$ cat config.mk
export PLATFORM = sky130hd
export DESIGN_NAME = local_mport_arbiter
export DESIGN_NICKNAME = d
export VERILOG_FILES = /design/src/rtl/local_mport_arbiter_pkg.sv /design/src/rtl/local_mport_tag_fifo.sv /design/src/rtl/local_mport_arbiter.sv
export SDC_FILE = /design/constraint.sdc
export NUM_CORES = 1
export LEC_CHECK = 0
export CAP_MARGIN = 40
export CORE_MARGIN = 2
export CORE_UTILIZATION = 28
export DETAILED_ROUTE_END_ITERATION = 7
export GPL_TIMING_DRIVEN = 1
export PLACE_DENSITY = 0.65
export SKIP_LAST_GASP = 1
export SYNTH_ARGS = -nofsm -noshare
export SYNTH_HDL_FRONTEND = slang
export SYNTH_SLANG_ARGS = --single-unit
$ cat constraint.sdc
create_clock -name clk -period 8.85 [get_ports clk]
set_input_delay 1.3275 -clock clk [delete_from_list [all_inputs] [get_ports clk]]
set_output_delay 1.3275 -clock clk [all_outputs]
set_load 0.05 [all_outputs]
$ cat src/rtl/local_mport_arbiter_pkg.sv
// Shared types for the multi-port local-interface arbiter: FSM states, read-return tag and sizing.
package local_mport_arbiter_pkg;

  localparam int MAX_PORTS  = 8;
  localparam int PORT_W     = $clog2(MAX_PORTS);
  localparam int TAG_SIZE_W = 3;

  typedef enum logic [1:0] {
    IDLE     = 2'd0,
    GRANT    = 2'd1,
    WR_BURST = 2'd2
  } fsm_state_t;

  typedef struct packed {
    logic [PORT_W-1:0]     port;
    logic [TAG_SIZE_W-1:0] size;
  } tag_t;

  // A zero-length burst still moves one beat.
  function automatic logic [TAG_SIZE_W-1:0] eff_size(input logic [TAG_SIZE_W-1:0] size);
    return (size == {TAG_SIZE_W{1'b0}}) ? TAG_SIZE_W'(1'b1) : size;
  endfunction

endpackage

$ cat src/rtl/local_mport_tag_fifo.sv
// Show-ahead FIFO of read tags; the head entry names the port owed the next return beats.
module local_mport_tag_fifo
  import local_mport_arbiter_pkg::*;
#(
  parameter int DEPTH = 16
) (
  input  logic clk,
  input  logic reset,
  input  logic push,
  input  tag_t push_data,
  input  logic pop,
  output tag_t head,
  output logic full,
  output logic empty
);

  localparam int PTR_W = $clog2(DEPTH);
  localparam int CNT_W = PTR_W + 1;

  tag_t             mem_r [DEPTH];
  logic [PTR_W-1:0] wr_ptr_r;
  logic [PTR_W-1:0] rd_ptr_r;
  logic [CNT_W-1:0] count_r;
  logic             do_push_s;
  logic             do_pop_s;

  assign do_push_s = push && !full;
  assign do_pop_s  = pop && !empty;
  assign full      = (count_r == CNT_W'(DEPTH));
  assign empty     = (count_r == {CNT_W{1'b0}});
  assign head      = mem_r[rd_ptr_r];

  // Pointers wrap naturally; a simultaneous push and pop leaves occupancy unchanged.
  always_ff @(posedge clk) begin
    if (reset) begin
      wr_ptr_r <= {PTR_W{1'b0}};
      rd_ptr_r <= {PTR_W{1'b0}};
      count_r  <= {CNT_W{1'b0}};
    end else begin
      if (do_push_s) wr_ptr_r <= wr_ptr_r + PTR_W'(1'b1);
      if (do_pop_s)  rd_ptr_r <= rd_ptr_r + PTR_W'(1'b1);
      case ({do_push_s, do_pop_s})
        2'b10:   count_r <= count_r + CNT_W'(1'b1);
        2'b01:   count_r <= count_r - CNT_W'(1'b1);
        default: count_r <= count_r;
      endcase
    end
  end

  // Tag storage.
  always_ff @(posedge clk) begin
    if (do_push_s) mem_r[wr_ptr_r] <= push_data;
  end

endmodule

$ cat src/rtl/local_mport_arbiter.sv
// Round-robin front end sharing one controller local interface among NUM_PORTS masters,
// with write-burst locking and in-order read-data steering.
module local_mport_arbiter
  import local_mport_arbiter_pkg::*;
#(
  parameter int NUM_PORTS = 4,
  parameter int ADDR_W    = 24,
  parameter int DATA_W    = 16,
  parameter int BE_W      = DATA_W / 8,
  parameter int SIZE_W    = TAG_SIZE_W,
  parameter int RDQ_DEPTH = 16
) (
  input  logic                        clk,
  input  logic                        reset,
  input  logic [NUM_PORTS*ADDR_W-1:0] port_address,
  input  logic [NUM_PORTS-1:0]        port_read_req,
  input  logic [NUM_PORTS-1:0]        port_write_req,
  input  logic [NUM_PORTS-1:0]        port_burstbegin,
  input  logic [NUM_PORTS*SIZE_W-1:0] port_size,
  input  logic [NUM_PORTS*BE_W-1:0]   port_be,
  input  logic [NUM_PORTS*DATA_W-1:0] port_wdata,
  output logic [NUM_PORTS-1:0]        port_ready,
  output logic [DATA_W-1:0]           port_rdata,
  output logic [NUM_PORTS-1:0]        port_rdata_valid,
  input  logic                        local_init_done,
  input  logic                        local_ready,
  input  logic [DATA_W-1:0]           local_rdata,
  input  logic                        local_rdata_valid,
  output logic [ADDR_W-1:0]           local_address,
  output logic                        local_read_req,
  output logic                        local_write_req,
  output logic                        local_burstbegin,
  output logic [SIZE_W-1:0]           local_size,
  output logic [BE_W-1:0]             local_be,
  output logic [DATA_W-1:0]           local_wdata,
  output logic                        err_protocol,
  output logic                        err_orphan_rdata
);

  localparam int IDX_W = (NUM_PORTS > 1) ? $clog2(NUM_PORTS) : 1;

  fsm_state_t              state_r, state_next_s;
  logic [IDX_W-1:0]        gnt_r, gnt_next_s, rr_r, rr_next_s, pick_s;
  logic [SIZE_W-1:0]       beat_r, beat_next_s, bsize_r, bsize_next_s;
  logic [TAG_SIZE_W-1:0]   rbeat_r;
  logic [NUM_PORTS-1:0]    any_req_s, gnt_onehot_s;
  logic [2*NUM_PORTS-1:0]  req_dbl_s;
  logic                    pick_valid_s;
  logic                    sel_rd_s, sel_wr_s, sel_bb_s, rd_only_s;
  logic [ADDR_W-1:0]       sel_addr_s;
  logic [SIZE_W-1:0]       sel_size_s, sel_eff_s;
  logic [BE_W-1:0]         sel_be_s;
  logic [DATA_W-1:0]       sel_wdata_s;
  logic                    fifo_push_s, fifo_pop_s, fifo_full_s, fifo_empty_s, rd_hit_s;
  tag_t                    push_tag_s, head_s;

  assign any_req_s = port_read_req | port_write_req;
  assign rd_only_s = sel_rd_s && !sel_wr_s;
  assign sel_eff_s = eff_size(sel_size_s);

  // First requester strictly after the round-robin pointer, found on a doubled request vector.
  always_comb begin
    req_dbl_s    = {any_req_s, any_req_s} >> (int'(rr_r) + 1);
    pick_valid_s = |any_req_s;
    pick_s       = rr_r;
    for (int j = NUM_PORTS - 1; j >= 0; j--) begin
      pick_s = req_dbl_s[j] ? IDX_W'((int'(rr_r) + 1 + j) % NUM_PORTS) : pick_s;
    end
  end

  // AND-OR mux of the granted port's command fields.
  always_comb begin
    gnt_onehot_s = {NUM_PORTS{1'b0}};
    sel_rd_s = 1'b0;  sel_wr_s = 1'b0;  sel_bb_s = 1'b0;
    sel_addr_s = {ADDR_W{1'b0}};  sel_size_s = {SIZE_W{1'b0}};
    sel_be_s = {BE_W{1'b0}};      sel_wdata_s = {DATA_W{1'b0}};
    for (int i = 0; i < NUM_PORTS; i++) begin
      gnt_onehot_s[i] = (gnt_r == IDX_W'(i));
      sel_rd_s    |= port_read_req[i] & gnt_onehot_s[i];
      sel_wr_s    |= port_write_req[i] & gnt_onehot_s[i];
      sel_bb_s    |= port_burstbegin[i] & gnt_onehot_s[i];
      sel_addr_s  |= port_address[i*ADDR_W +: ADDR_W] & {ADDR_W{gnt_onehot_s[i]}};
      sel_size_s  |= port_size[i*SIZE_W +: SIZE_W] & {SIZE_W{gnt_onehot_s[i]}};
      sel_be_s    |= port_be[i*BE_W +: BE_W] & {BE_W{gnt_onehot_s[i]}};
      sel_wdata_s |= port_wdata[i*DATA_W +: DATA_W] & {DATA_W{gnt_onehot_s[i]}};
    end
  end

  // FSM state, grant, pointer and burst bookkeeping registers.
  always_ff @(posedge clk) begin
    if (reset) begin
      state_r <= IDLE;
      gnt_r   <= {IDX_W{1'b0}};
      rr_r    <= IDX_W'(NUM_PORTS - 1);
      beat_r  <= {SIZE_W{1'b0}};
      bsize_r <= {SIZE_W{1'b0}};
    end else begin
      state_r <= state_next_s;
      gnt_r   <= gnt_next_s;
      rr_r    <= rr_next_s;
      beat_r  <= beat_next_s;
      bsize_r <= bsize_next_s;
    end
  end

  // Next-state logic; a write wins over a read raised together on the granted port.
  always_comb begin
    state_next_s = state_r;
    gnt_next_s   = gnt_r;
    rr_next_s    = rr_r;
    beat_next_s  = beat_r;
    bsize_next_s = bsize_r;
    case (state_r)
      IDLE: begin
        if (local_init_done && pick_valid_s) begin
          gnt_next_s   = pick_s;
          state_next_s = GRANT;
        end else begin
          state_next_s = IDLE;
        end
      end
      GRANT: begin
        if (sel_wr_s) begin
          if (local_ready && (sel_eff_s > SIZE_W'(1'b1))) begin
            beat_next_s  = sel_eff_s - SIZE_W'(1'b1);
            bsize_next_s = sel_size_s;
            state_next_s = WR_BURST;
          end else if (local_ready) begin
            rr_next_s    = gnt_r;
            state_next_s = IDLE;
          end else begin
            state_next_s = GRANT;
          end
        end else if (sel_rd_s) begin
          if (local_ready && !fifo_full_s) begin
            rr_next_s    = gnt_r;
            state_next_s = IDLE;
          end else begin
            state_next_s = GRANT;
          end
        end else begin
          state_next_s = IDLE;
        end
      end
      WR_BURST: begin
        if (sel_wr_s && local_ready && (beat_r == SIZE_W'(1'b1))) begin
          rr_next_s    = gnt_r;
          state_next_s = IDLE;
        end else if (sel_wr_s && local_ready) begin
          beat_next_s  = beat_r - SIZE_W'(1'b1);
        end else begin
          state_next_s = WR_BURST;
        end
      end
      default: state_next_s = IDLE;
    endcase
  end

  // Local command outputs and per-port ready, driven from the granted port.
  always_comb begin
    local_address    = {ADDR_W{1'b0}};
    local_read_req   = 1'b0;
    local_write_req  = 1'b0;
    local_burstbegin = 1'b0;
    local_size       = {SIZE_W{1'b0}};
    local_be         = {BE_W{1'b0}};
    local_wdata      = {DATA_W{1'b0}};
    port_ready       = {NUM_PORTS{1'b0}};
    case (state_r)
      GRANT: begin
        local_address    = sel_addr_s;
        local_read_req   = rd_only_s && !fifo_full_s;
        local_write_req  = sel_wr_s;
        local_burstbegin = sel_bb_s;
        local_size       = sel_size_s;
        local_be         = sel_be_s;
        local_wdata      = sel_wdata_s;
        port_ready       = gnt_onehot_s &
                           {NUM_PORTS{local_ready && (sel_wr_s || (sel_rd_s && !fifo_full_s))}};
      end
      WR_BURST: begin
        local_address    = sel_addr_s;
        local_write_req  = sel_wr_s;
        local_size       = bsize_r;
        local_be         = sel_be_s;
        local_wdata      = sel_wdata_s;
        port_ready       = gnt_onehot_s & {NUM_PORTS{local_ready && sel_wr_s}};
      end
      default: port_ready = {NUM_PORTS{1'b0}};
    endcase
  end

  assign fifo_push_s = (state_r == GRANT) && rd_only_s && local_ready && !fifo_full_s;
  assign push_tag_s  = '{port: PORT_W'(gnt_r), size: sel_size_s};
  assign rd_hit_s    = local_rdata_valid && !fifo_empty_s;
  assign fifo_pop_s  = rd_hit_s && (rbeat_r == (eff_size(head_s.size) - TAG_SIZE_W'(1'b1)));

  local_mport_tag_fifo #(.DEPTH(RDQ_DEPTH)) u_tag_fifo (
    .clk       (clk),
    .reset     (reset),
    .push      (fifo_push_s),
    .push_data (push_tag_s),
    .pop       (fifo_pop_s),
    .head      (head_s),
    .full      (fifo_full_s),
    .empty     (fifo_empty_s)
  );

  // Zero-latency steering of returning read data to the head tag's port.
  always_comb begin
    port_rdata_valid = {NUM_PORTS{1'b0}};
    port_rdata       = rd_hit_s ? local_rdata : {DATA_W{1'b0}};
    for (int i = 0; i < NUM_PORTS; i++) begin
      port_rdata_valid[i] = rd_hit_s && (head_s.port == PORT_W'(i));
    end
  end

  // Return-beat counter and sticky error flags.
  always_ff @(posedge clk) begin
    if (reset) begin
      rbeat_r          <= {TAG_SIZE_W{1'b0}};
      err_protocol     <= 1'b0;
      err_orphan_rdata <= 1'b0;
    end else begin
      if (fifo_pop_s)    rbeat_r <= {TAG_SIZE_W{1'b0}};
      else if (rd_hit_s) rbeat_r <= rbeat_r + TAG_SIZE_W'(1'b1);
      if (|(port_read_req & port_write_req))     err_protocol     <= 1'b1;
      if (local_rdata_valid && fifo_empty_s)     err_orphan_rdata <= 1'b1;
    end
  end

endmodule

* Yosys cells after proc, flatten, opt, wreduce, memory -nomap -nowiden
Memories as Yosys holds them, arrays and structs flattened. A register that Yosys moved wholly into a read port is not among the register bits.
Cells that the tools add are included.
** Operators by class
- $add $sub $neg :: 12
- $lt $le $gt $ge :: 1
- Eq/ne operators :: 23
- Shift operators :: 1
- Multiplexer cells :: 41
- Bitwise operators :: 53
- Reductions and logical operators :: 41
** Operator list (count)
- $and 24x24->24 :: 4
- $or 24x24->24 :: 3
- $and 16x16->16 :: 4
- $or 16x16->16 :: 3
- $mux 16 :: 2
- $mux 2 :: 16
- $mux 24 :: 1
- $logic_and 1x1->1 :: 21
- $mux 3 :: 6
- $ne 3x3->1 const B :: 5
- $and 1x1->1 :: 12
- $and 3x3->3 :: 4
- $and 4x4->4 :: 3
- $pmux 3 s2 :: 2
- $ne 2x2->1 const B :: 5
- $pmux 5 s2 :: 1
- $logic_not 3->1 :: 3
- $or 1x1->1 :: 9
- $or 3x3->3 :: 3
- $sub 3x1->3 const B :: 3
- $add 4x1->4 const B :: 2
- $and 2x2->2 :: 4
- $eq 2x2->1 const B :: 4
- $mux 1 :: 8
- 30 further kinds :: 44
** Storage, ports and cells
- Register bits after elaboration :: 30
- Memory bits (writable) :: 80
- Bits of input ports :: 213
- Output and inout bits :: 74
- Word-level logic and storage cells :: 184
- Memories :: 1
** Memory list
- u_tag_fifo.mem_r :: words 16, bits a word 5, read ports 1, clocked after Yosys merged registers in 1, write ports 1, RTL line local_mport_tag_fifo.sv:20 : tag_t mem_r [DEPTH];

* Longest topological paths before layout
- Depth in word-level cells :: 13
- Depth in mapped cells :: 20
- Depth with buffers taken out :: 17

* By module
From an unflattened synthesis, not the netlist that was laid out.
** Unflattened totals
- Cells, all modules :: 579
- Area total of the unflattened synthesis :: 7596.0 um2
** Modules (own cells, without submodules)
- local_mport_tag_fifo :: times used 1, cells each 275, area each 4647.0 um2, sequential area each 3223.1 um2
- local_mport_arbiter :: times used 1, cells each 304, area each 2949.1 um2, sequential area each 340.3 um2

* Least setup slack after synthesis
No wires, ideal clock.
- Path type :: input-to-output
- From :: input port port_read_req[1]
- To :: output port port_ready[0]
- Data arrival time :: 3.490 ns
- Path slack :: 4.033 ns
- Stages :: 4
- Path buffers :: 0
- Cell sequence :: mux4_2 a21boi_0 a21oi_1 nor4_1
** Between the ends
- Word-level cells in the longest chain between the ends :: 9
** Ends and longest elaborated chain
- start: declaration :: RTL line local_mport_arbiter.sv:16 : input logic [NUM_PORTS-1:0] port_read_req,
- $and 1x1->1 :: RTL line local_mport_arbiter.sv:79 : sel_rd_s |= port_read_req[i] & gnt_onehot_s[i];
- $or 1x1->1 (3 in a row) :: RTL line local_mport_arbiter.sv:79
- $logic_and 1x1->1 :: RTL line local_mport_arbiter.sv:179 : {NUM_PORTS{local_ready && (sel_wr_s || (sel_rd_s && !fifo_full_s))}};
- $logic_or 1x1->1 :: RTL line local_mport_arbiter.sv:179
- $logic_and 1x1->1 :: RTL line local_mport_arbiter.sv:179
- $and 4x4->4 :: RTL line local_mport_arbiter.sv:178 : port_ready = gnt_onehot_s &
- $pmux 4 s2 :: RTL line local_mport_arbiter.sv:169 : case (state_r)
- end: declaration :: RTL line local_mport_arbiter.sv:22 : output logic [NUM_PORTS-1:0] port_ready,
Every way passes these cells.

==> results.md <==
- Worst Slack Setup Final: 2.928 ns
- Post-DP Area: 10060 sq um
- Leakage power: 3.524 nW
- DR WL met3: 1555 microns
- Final min period: 5.922 ns
- Post-CTS sizing: 0
- Status: finished, final reports clean
- IO Pins: 287
- Relative slew slack: 0.3934
- Post-synth cell types: 59
- Cells after Synth: 543
- Maxcap violations: 0
- Post-route DRC violation count: 0
- PortBufs: 286
- Core area: 24250 sq um
- Synth top area share: 0.3492
- Count leader, synth: edfxtp_1
- Fin nets: 1047
- H-tree depth: 4
- FFs w/ async S/R, synth: 0
- Synthesized area: 6879 sq um
- Fin. max-slew vios: 0
- Final WL: 20960 microns
- Syn_area_per_cell: 12.67 sq um
- Setup violators final: 0
- Vias per cell: 4.858
- Sink Count: 114
- Non-Filler Cell Area, Final: 10640 sq um
- Via count: 5611
- First-pass GRT wire length: 31840 microns
- DRT Pass-1 Iters: 4
- Post-synthesis sequential area ratio: 0.4482
- Die extent in x: 160.7 microns
- Total GRT Usage: 0.1625
- HP Start: bsize_r[1]
- Filler cell count: 2303
- Vias in the first global route: 5805
- Pin count of the biggest net entering global routing: 61
- Class of the worst hold path: register to register
- Worst Clk Skew: 0.007335 ns
- Worst-Margin Slew: 0.9030 ns
- Setup slack on the worst flop-to-flop path: 2.93 ns
- GR Overflow Total: 0
- HPWL Detailed: 16290 microns
- Unrepaired setup endpoints after global routing: false
- Startpoint types: register
- Area added between synthesis and finish: 54.69%
- Max Root-Sink Buffers: 2
- Hold Fails Final Rpt: 0
- Hold Slack: 0.4580 ns
- Post-CTS Hold Fix Bufs: 0
- Synth Warn #: 0
- Peak VDD IR: 142.9 uV
- Die footprint: 25840 sq um
- CP Capture Type: register
- Setup CP Type: register to register
- CTS clock-pin slew for the worst setup and hold paths: 0.05 ns
- Initial Util: 0.2837
- Post-CTS Setup Bufs: 0
- Fmax: 168.9 MHz
- Die height: 160.7 microns
- CTS root buf: clkbuf_16
- Placed insts: 1121
- Clk_lat worst skew: 0.41 ns
- Top cells by count, synth: 80 x edfxtp_1, 70 x mux4_2, 66 x and2_1
- Routability-driven placement congestion ratio: 0.8107
- Post-synth top flop: edfxtp_1
- Cell Pwr Density: 152.7 nW/um^2
- Top Layer Used: met5
- Total Power: 1.625 mW
- Setup tns final: 0 ns
- CTS tree: yes
- Yosys top cell by area: edfxtp_1
- Routed met2 length: 11100 microns
- Met1 WL: 7839 microns
- CP Max Fanout: 15
- Syn_nets: 773
- Final core occ: 0.4389
- Register bit total from synthesis: 114
- WP data arrival: 6.22 ns
- EDFF count, synth: 80
- Pre-CTS setup slack: 2.920 ns
- Share of post-route cells with drive strength above 1: 0.1339
- Cell Count, Final, Fillers Out: 1155
- Initial antenna violation count: 3
- CP Data Required Time: 9.15 ns
- Final ANT Viol Nets: 0
- Main area contributors after synthesis: edfxtp_1 35%, mux4_2 23%, dfxtp_1 9.9%
- FP Rows: 57
- WL/cell: 18.14 microns
- TritonCTS buffer count: 17
- Final worst path period share: 0.6692
- DR iter-0 viols: 333
## area by class of cell
type,count,area [sq um],area share
tap,324,405.4,0.03810
clock inverter,12,141.4,0.01329
inverter,11,41.29,0.003880
multi-input combinational,379,3587,0.3371
antenna,2,5.005,0.0004703
sequential,114,3088,0.2902
timing repair buffer,294,2940,0.2763
clock buffer,19,432.9,0.04068
## worst paths after layout
kind / endpoint / cells after the start
worst min register to register: bsize_r[1] / 2
worst min-delay path: bsize_r[1] / 2
worst max register to register: u_tag_fifo.count_r[4] / 17
worst max-delay path: u_tag_fifo.count_r[4] / 17
## layer usage
| layer | GRT usage | vias up |
|---|---|---|
| li1 | - | 2645 |
| met1 | 0.1740 | 2713 |
| met2 | 0.2896 | 227 |
| met3 | 0.05759 | 24 |
| met4 | 0.07102 | 2 |
| met5 | 0 | - |
## critical path, stage by stage, from the launching register on
cell       delay, ns
dfxtp_1         0.61
buf_16          0.21
mux4_1          0.57
mux2_2          0.29
o311ai_0        0.45
nand2_1         0.12
ha_1            0.32
xor2_1          0.15
o211ai_1        0.15
nor2_1          0.15
a21boi_2        0.44
ha_1            0.54
a21oi_1         0.16
a2111oi_0       0.35
or4b_1          0.52
and2_1          0.19
a211oi_1        0.24
mux2_1          0.34
## flip-flops by register name (all words and copies together) (netlist names), named ones only
name / count
u_tag_fifo.mem_r: 80
u_tag_fifo.count_r: 5
u_tag_fifo.rd_ptr_r: 4
u_tag_fifo.wr_ptr_r: 4
beat_r: 3
bsize_r: 3
rbeat_r: 3
gnt_r: 2
rr_r: 2
state_r: 2
err_orphan_rdata: 1
err_protocol: 1
## report_power, final
group | switching [mW] | total [mW] | internal (mW)
sequential | 0.0111 | 0.595 | 0.584
combinational | 0.180 | 0.371 | 0.191
clock | 0.224 | 0.659 | 0.435
total | 0.415 | 1.63 | 1.21
## layout by cell type, fill, tap and decap left out, types with 9 or more instances in the layout
cell type / instances
inv_1: 11
nand2_1: 30
mux2i_1: 9
a21oi_1: 16
nor3_1: 12
and2_1: 66
dfxtp_1: 32
ha_1: 17
o21ai_0: 10
clkdlybuf4s50_1: 286
clkbuf_16: 17
mux4_2: 70
edfxtp_1: 80
nor2b_1: 12
nor2_1: 47
## cell families (layout without fill, tap and decap cells)
kind of cell | after synthesis | after routing | share of synthesized area
multiplexers | 85 | 85 | 0.2543
flip-flops | 114 | 114 | 0.4482
buffers and inverters | 50 | 336 | 0.03038
AO/OA/AOI/OAI | 63 | 63 | 0.06385
XOR/XNOR | 12 | 12 | 0.01528
AND/OR/NAND/NOR | 202 | 202 | 0.1572
other | 0 | 2 | 0
adder cells (fa/ha/maj) | 17 | 17 | 0.03092
Note: power is estimated with default switching activity, not from simulation.
